## src/rtl/x86_insn_prefix_decoder.sv

```systemverilog
// Byte-serial x86-64 instruction header decoder: prefixes, REX, opcode, ModRM, SIB, displacement.
// Define X86_REX_EN to treat 40-4F as REX prefixes; otherwise they decode as one-byte opcodes.
module x86_insn_prefix_decoder #(
    parameter int           MAX_PFX    = 4,
    parameter logic [255:0] MODRM_MAP1 = 256'hC0C0_0000_FF0F_00F3_0000_0000_0000_FFFF_0000_0A0C_0000_0000_0F0F_0F0F_0F0F_0F0F,
    parameter logic [255:0] MODRM_MAP2 = 256'hFFFF_FFFF_FFFF_00FF_FFFF_F838_FFFF_0000_FF7F_FFFF_FFFF_FFFF_0000_FF0F_FFFF_200F
) (
    input  logic        clk,
    input  logic        reset,
    input  logic        in_valid,
    input  logic [7:0]  in_byte,
    output logic        in_ready,
    output logic        out_valid,
    input  logic        out_ready,
    output logic [4:0]  out_pfx,
    output logic        out_seg_vld,
    output logic [2:0]  out_seg,
    output logic        out_rex_vld,
    output logic [3:0]  out_rex,
    output logic        out_esc,
    output logic [7:0]  out_opcode,
    output logic        out_has_modrm,
    output logic [7:0]  out_modrm,
    output logic        out_has_sib,
    output logic [7:0]  out_sib,
    output logic [2:0]  out_disp_len,
    output logic [31:0] out_disp,
    output logic [3:0]  out_len,
    output logic        out_err
);

    typedef enum logic [2:0] {S_PFX, S_ESC, S_MODRM, S_SIB, S_DISP} state_t;

    typedef struct packed {
        logic [4:0]  pfx;
        logic        seg_vld;
        logic [2:0]  seg;
        logic        rex_vld;
        logic [3:0]  rex;
        logic        esc;
        logic [7:0]  opcode;
        logic        has_modrm;
        logic [7:0]  modrm;
        logic        has_sib;
        logic [7:0]  sib;
        logic [2:0]  disp_len;
        logic [31:0] disp;
        logic [3:0]  len;
        logic        err;
    } rec_t;

    localparam logic [2:0] PFX_LIM = 3'(MAX_PFX);

    state_t     state_q, state_d;
    rec_t       rec_q, rec_d;
    rec_t       out_q, out_d;
    logic       out_valid_q, out_valid_d;
    logic [2:0] pfx_cnt_q, pfx_cnt_d;
    logic [2:0] disp_cnt_q, disp_cnt_d;
    logic [2:0] dl;
    logic       accept;
    logic       done;

    function automatic logic is_legacy(input logic [7:0] b);
        case (b)
            8'hF0, 8'hF2, 8'hF3, 8'h66, 8'h67,
            8'h26, 8'h2E, 8'h36, 8'h3E, 8'h64, 8'h65: is_legacy = 1'b1;
            default:                                  is_legacy = 1'b0;
        endcase
    endfunction

    function automatic logic [2:0] seg_code(input logic [7:0] b);
        case (b)
            8'h26:   seg_code = 3'd0;
            8'h2E:   seg_code = 3'd1;
            8'h36:   seg_code = 3'd2;
            8'h3E:   seg_code = 3'd3;
            8'h64:   seg_code = 3'd4;
            default: seg_code = 3'd5;
        endcase
    endfunction

    // base5 is rm==101 when called from ModRM, SIB.base==101 when called from SIB
    function automatic logic [2:0] disp_len_f(input logic [1:0] md, input logic base5);
        case (md)
            2'b01:   disp_len_f = 3'd1;
            2'b10:   disp_len_f = 3'd4;
            2'b00:   disp_len_f = base5 ? 3'd4 : 3'd0;
            default: disp_len_f = 3'd0;
        endcase
    endfunction

    assign in_ready = !out_valid_q || out_ready;
    assign accept   = in_valid && in_ready;

    always_comb begin
        state_d     = state_q;
        rec_d       = rec_q;
        out_d       = out_q;
        out_valid_d = out_valid_q;
        pfx_cnt_d   = pfx_cnt_q;
        disp_cnt_d  = disp_cnt_q;
        dl          = 3'd0;
        done        = 1'b0;
        if (out_valid_q && out_ready)
            out_valid_d = 1'b0;
        if (accept) begin
            rec_d.len = rec_q.len + 4'd1;
            case (state_q)
                S_PFX: begin
                    if (is_legacy(in_byte)) begin
                        if (pfx_cnt_q == PFX_LIM) begin
                            rec_d.err    = 1'b1;
                            rec_d.opcode = in_byte;
                            done         = 1'b1;
                        end else begin
                            pfx_cnt_d     = pfx_cnt_q + 3'd1;
                            rec_d.rex_vld = 1'b0;
                            rec_d.rex     = 4'd0;
                            case (in_byte)
                                8'hF0:   rec_d.pfx[4] = 1'b1;
                                8'hF2:   rec_d.pfx[3] = 1'b1;
                                8'hF3:   rec_d.pfx[2] = 1'b1;
                                8'h66:   rec_d.pfx[1] = 1'b1;
                                8'h67:   rec_d.pfx[0] = 1'b1;
                                default: begin
                                    rec_d.seg_vld = 1'b1;
                                    rec_d.seg     = seg_code(in_byte);
                                end
                            endcase
                        end
                    end
`ifdef X86_REX_EN
                    else if (in_byte[7:4] == 4'h4) begin
                        rec_d.rex_vld = 1'b1;
                        rec_d.rex     = in_byte[3:0];
                    end
`endif
                    else if (in_byte == 8'h0F) begin
                        rec_d.esc = 1'b1;
                        state_d   = S_ESC;
                    end else begin
                        rec_d.opcode = in_byte;
                        if (MODRM_MAP1[in_byte]) begin
                            rec_d.has_modrm = 1'b1;
                            state_d         = S_MODRM;
                        end else begin
                            done = 1'b1;
                        end
                    end
                end
                S_ESC: begin
                    rec_d.opcode = in_byte;
                    if (MODRM_MAP2[in_byte]) begin
                        rec_d.has_modrm = 1'b1;
                        state_d         = S_MODRM;
                    end else begin
                        done = 1'b1;
                    end
                end
                S_MODRM, S_SIB: begin
                    if (state_q == S_MODRM) begin
                        rec_d.modrm = in_byte;
                        dl = disp_len_f(in_byte[7:6], in_byte[2:0] == 3'b101);
                    end else begin
                        rec_d.sib = in_byte;
                        dl = disp_len_f(rec_q.modrm[7:6], in_byte[2:0] == 3'b101);
                    end
                    if (state_q == S_MODRM && in_byte[7:6] != 2'b11 && in_byte[2:0] == 3'b100) begin
                        rec_d.has_sib = 1'b1;
                        state_d       = S_SIB;
                    end else begin
                        rec_d.disp_len = dl;
                        if (dl != 3'd0) begin
                            disp_cnt_d = dl;
                            state_d    = S_DISP;
                        end else begin
                            done = 1'b1;
                        end
                    end
                end
                S_DISP: begin
                    // A lone disp8 is sign-extended; disp32 bytes shift in from the top, LSB first
                    if (rec_q.disp_len == 3'd1)
                        rec_d.disp = {{24{in_byte[7]}}, in_byte};
                    else
                        rec_d.disp = {in_byte, rec_q.disp[31:8]};
                    disp_cnt_d = disp_cnt_q - 3'd1;
                    if (disp_cnt_q == 3'd1)
                        done = 1'b1;
                end
                default: state_d = S_PFX;
            endcase
            if (done) begin
                out_d       = rec_d;
                out_valid_d = 1'b1;
                rec_d       = '0;
                state_d     = S_PFX;
                pfx_cnt_d   = 3'd0;
                disp_cnt_d  = 3'd0;
            end
        end
    end

    always_ff @(posedge clk) begin
        if (reset) begin
            state_q     <= S_PFX;
            rec_q       <= '0;
            out_q       <= '0;
            out_valid_q <= 1'b0;
            pfx_cnt_q   <= 3'd0;
            disp_cnt_q  <= 3'd0;
        end else begin
            state_q     <= state_d;
            rec_q       <= rec_d;
            out_q       <= out_d;
            out_valid_q <= out_valid_d;
            pfx_cnt_q   <= pfx_cnt_d;
            disp_cnt_q  <= disp_cnt_d;
        end
    end

    // Without X86_REX_EN the REX fields are never set, so these outputs stay 0
    assign out_valid     = out_valid_q;
    assign out_pfx       = out_q.pfx;
    assign out_seg_vld   = out_q.seg_vld;
    assign out_seg       = out_q.seg;
    assign out_rex_vld   = out_q.rex_vld;
    assign out_rex       = out_q.rex;
    assign out_esc       = out_q.esc;
    assign out_opcode    = out_q.opcode;
    assign out_has_modrm = out_q.has_modrm;
    assign out_modrm     = out_q.modrm;
    assign out_has_sib   = out_q.has_sib;
    assign out_sib       = out_q.sib;
    assign out_disp_len  = out_q.disp_len;
    assign out_disp      = out_q.disp;
    assign out_len       = out_q.len;
    assign out_err       = out_q.err;

endmodule
```

## config.mk

```make
export PLATFORM = sky130hd
export DESIGN_NAME = x86_insn_prefix_decoder
export DESIGN_NICKNAME = d
export VERILOG_FILES = /design/src/rtl/x86_insn_prefix_decoder.sv
export SDC_FILE = /design/constraint.sdc
export NUM_CORES = 1
export LEC_CHECK = 0
export BUFFER_PORTS_ARGS = -buffer_cell sky130_fd_sc_hd__buf_2
export CORE_AREA = 3 3 129 131
export DETAILED_ROUTE_END_ITERATION = 10
export DIE_AREA = 0 0 132 134
export PLACE_DENSITY = 0.79
export SLEW_MARGIN = 20
export SYNTH_ARGS = -nofsm -noshare
export SYNTH_HDL_FRONTEND = slang
export SYNTH_SLANG_ARGS = --single-unit
```

## constraint.sdc

```tcl
create_clock -name clk -period 3 [get_ports clk]
set_input_delay 0.6 -clock clk [delete_from_list [all_inputs] [get_ports clk]]
set_output_delay 0.6 -clock clk [all_outputs]
set_load 0.02 [all_outputs]
```

==> metrics.md <==
| Metric | Value |
|---|---|
| Ys flop type | `sky130_fd_sc_hd__dfxtp_1` |
| Summed instance area of the synthesized netlist | `0.00924 mm²` |
| Cell taking the most area after synthesis | `sky130_fd_sc_hd__dfxtp_1` |
| Worst hold path class | `in2reg` |
| Weighted congestion at the end of routability-driven global placement | `0.978` |
| Total congestion overflow after global routing | `0` |
| Pin count of the biggest net entering global routing | `100` |
| Most area-consuming cells after synthesis | `sky130_fd_sc_hd__dfxtp_1, sky130_fd_sc_hd__a21oi_1, sky130_fd_sc_hd__nand2_1` |
| Count of buffers inserted at the top-level ports | `94` |
| Total nets after synthesis | `1,187` |
| Worst Skew | `0.00825 ns` |
| Count of synthesis-stage warnings from yosys | `0` |
| Type of element capturing the critical path | `flop` |
| Count of boundary I/O pins | `95` |
| Gate count of the mapped netlist | `1,170` |
| Relative slew slack | `39.5%` |
| Avg Vias per Cell | `6.38` |
| Pwr Total | `5.74 mW` |
| Vert. Die Dim | `134 µm` |
| Area share of the largest cell type after synthesis | `37.3%` |
| Data required time of the worst path | `3.34 ns` |
| Post-route DRC | `0` |
| Detailed-placement wirelength estimate | `17,100 µm` |
| Seq/Total Area, Yosys | `37.3%` |
| Number of synthesized register bits | `172` |
| Max-cap violation count | `0` |
| Worst endpoint data arrival time | `2.96 ns` |
| Total negative slack | `0 ns` |
| Number of antenna violations at the first check in global routing | `0` |
| First-pass detailed-route iteration total | `5` |
| Total number of vias | `9,214` |
| Final period demand of the worst path | `2.62 ns` |
| Ratio of cells with drive above 1 in the final layout | `16.9%` |
| Share of the core filled with cells | `67.6%` |
| Number of buffers created by CTS | `17` |
| Count of nets after finishing | `1,234` |
| Worst slack on hold paths | `0.437 ns` |
| Total inserted antenna cells | `0` |
| CORE AREA | `0.0157 mm²` |
| Number of failing setup endpoints in the final timing report | `0` |
| ANT nets after route | `0` |
| Final period utilization | `87.3%` |
| Setup crit start kind | `input pin` |
| Placement Setup Slack | `0.103 ns` |
| Htree depth | `4` |
| RSZ-0062 raised after global routing | `false` |
| Slew @ Worst Pin | `0.908 ns` |
| Power Dens Cells | `541 mW/mm²` |
| Count of distinct cell types in the synthesized netlist | `75` |
| Lkg Pwr | `4.22 nW` |
| Number of enable flip-flop cells after synthesis | `0` |
| Area of the die | `0.0177 mm²` |
| Cts-stage hold buffer count | `0` |
| Root buffer cell | `sky130_fd_sc_hd__clkbuf_16` |
| Clock transition at the registers of the reported paths | `0.07 ns` |
| CTS tree | `built` |
| Number of global-route vias before repair | `8,549` |
| Maximum operating frequency | `0.382 GHz` |
| Final worst setup slack | `0.381 ns` |
| First-pass GRT wire length | `43,800 µm` |
| Cell row count | `46` |
| Starting density of the core | `58.8%` |
| Status | `finished, final reports clean` |
| Final hold viol count | `0` |
| Floorplan die width | `132 µm` |
| Buffers inserted during post-CTS setup optimization | `0` |
| Count of pins over their slew limit | `0` |
| Layout area overhead | `15.0%` |
| Avg Cell Area, Syn | `7.90 µm²` |
| Clock sink total | `172` |
| Post-CTS Resized | `0` |
| Maximum fanout along the worst path | `52` |
| Kind of critical path | `in2reg` |
| Total GRT Usage | `29.7%` |
| Violation count after the first detailed-routing iteration | `1,040` |
| Drt total wl | `26,600 µm` |
| Avg WL per Cell | `18.4 µm` |
| Worst skew pair latency | `0.43 ns` |
| Worst voltage drop across the vdd grid | `0.465 mV` |
| Ys async rst share | `0%` |
| Maximum buffer depth of the clock tree | `2` |
==> worst max-delay path, stage by stage <==
cell and delay [ns]:
sky130_fd_sc_hd__buf_2 0.24, sky130_fd_sc_hd__and4b_1 0.25, sky130_fd_sc_hd__a311oi_1 0.07, sky130_fd_sc_hd__o311a_2 0.40, sky130_fd_sc_hd__a31oi_4 0.37, sky130_fd_sc_hd__buf_12 0.31, sky130_fd_sc_hd__buf_4 0.30, sky130_fd_sc_hd__nand4_1 0.14
sky130_fd_sc_hd__a31oi_1 0.27
==> registers in the layout, indices dropped and copies added, names as in the netlist <==
signal / flops
out_pfx: 5
out_valid: 1
out_has_sib: 1
out_len: 4
out_disp: 32
out_seg: 3
out_rex: 4
rec_q: 81
disp_cnt_q: 3
out_sib: 8
out_opcode: 8
out_err: 1
state_q: 3
out_has_modrm: 1
out_rex_vld: 1
out_modrm: 8
pfx_cnt_q: 3
out_seg_vld: 1
out_disp_len: 3
out_esc: 1
==> path summary, 6_finish.rpt <==
kind,from,depth (start not counted),slack (ns),to
setup reg to reg,state_q[1],7,0.48,out_seg[0]
hold / removal,reset,2,0.44,rec_q[74]
setup / recovery,in_byte[5],9,0.38,rec_q[50]
hold reg to reg,rec_q[42],2,0.45,rec_q[42]
==> logic make-up after synthesis <==
logic type	after synthesis	share of synthesized area, %
buffers and inverters	140	6.69
XOR/XNOR	4	0.379
AO/OA/AOI/OAI	313	23.0
multiplexers	64	6.97
flip-flops	172	37.3
AND/OR/NAND/NOR	472	25.0
adder cells (fa/ha/maj)	5	0.677
==> metrics by stage <==
stage / instances / area, µm²
2_1_floorplan: 1170 / 9240
3_3_place_gp: 1414 / 10000
3_5_place_dp: 1414 / 10000
4_1_cts: 1445 / 10600
5_1_grt: 1445 / 10600
6_report: 1445 / 10600
==> per-layer routing <==
metal  vias up  share of wire, %  wire length (µm)  track usage (%)
met2       440                46             12300             47.6
met5         -                 0                 0                0
met1      4336                43             11400             40.5
li1       4380                 -                 -                -
met4         0               2.8               745             10.9
met3        58               7.8              2080             5.29
==> synthesized netlist by cell type (3+ instances only) <==
cell type and n:
sky130_fd_sc_hd__dfxtp_1 172, sky130_fd_sc_hd__nand2_1 172, sky130_fd_sc_hd__a21oi_1 130, sky130_fd_sc_hd__nor2_1 102, sky130_fd_sc_hd__clkbuf_1 91, sky130_fd_sc_hd__nand4_1 69, sky130_fd_sc_hd__mux2i_1 61, sky130_fd_sc_hd__a211oi_1 38
sky130_fd_sc_hd__a31oi_1 25, sky130_fd_sc_hd__nand3_1 22, sky130_fd_sc_hd__o311ai_0 21, sky130_fd_sc_hd__o211a_1 19, sky130_fd_sc_hd__buf_2 17, sky130_fd_sc_hd__nor2b_1 15, sky130_fd_sc_hd__and2_1 14, sky130_fd_sc_hd__and3_1 13
sky130_fd_sc_hd__nor3_1 13, sky130_fd_sc_hd__inv_1 12, sky130_fd_sc_hd__o21ai_0 12, sky130_fd_sc_hd__o221ai_1 9, sky130_fd_sc_hd__nand2b_1 8, sky130_fd_sc_hd__o31ai_1 8, sky130_fd_sc_hd__buf_4 7, sky130_fd_sc_hd__nor3b_1 7
sky130_fd_sc_hd__o22ai_1 7, sky130_fd_sc_hd__buf_1 6, sky130_fd_sc_hd__buf_6 6, sky130_fd_sc_hd__or3_1 6, sky130_fd_sc_hd__a311o_1 5, sky130_fd_sc_hd__and4_1 5, sky130_fd_sc_hd__ha_1 5, sky130_fd_sc_hd__or4_1 5
sky130_fd_sc_hd__a311oi_1 4, sky130_fd_sc_hd__o211ai_1 4, sky130_fd_sc_hd__a41oi_1 3, sky130_fd_sc_hd__nand4b_1 3, sky130_fd_sc_hd__o2111ai_1 3, sky130_fd_sc_hd__or2_2 3
==> final cells by class <==
class	count	area, µm²
Inverter	13	50.0
Sequential cell	172	3440
Fill cell	1301	5090
Clock inverter	13	191
Tap cell	216	270
Multi-Input combinational cell	858	5220
Clock buffer	18	429
Timing Repair Buffer	155	1020
==> where the power goes <==
group	total [mW]	internal, mW	switching, mW
registers	2.41	2.36	0.0497
logic	0.984	0.337	0.647
clock network	2.35	1.40	0.952
total	5.74	4.09	1.65
==> placed cells by master, fill, tap and decap left out, types with 13 or more instances in the layout <==
cell                        instances
sky130_fd_sc_hd__and3_1            13
sky130_fd_sc_hd__and2_1            13
sky130_fd_sc_hd__clkbuf_16         17
sky130_fd_sc_hd__a21oi_1          130
sky130_fd_sc_hd__dfxtp_1          172
sky130_fd_sc_hd__nor3_1            13
sky130_fd_sc_hd__nand2_1          171
sky130_fd_sc_hd__o211a_1           19
sky130_fd_sc_hd__mux2i_1           61
sky130_fd_sc_hd__buf_2             94
sky130_fd_sc_hd__a31oi_1           25
sky130_fd_sc_hd__a211oi_1          38
sky130_fd_sc_hd__o311ai_0          20
sky130_fd_sc_hd__nand3_1           20
sky130_fd_sc_hd__nor2_1           101
sky130_fd_sc_hd__nand4_1           69
sky130_fd_sc_hd__buf_4             54
sky130_fd_sc_hd__nor2b_1           15
Power figures use the tool's default switching activity.
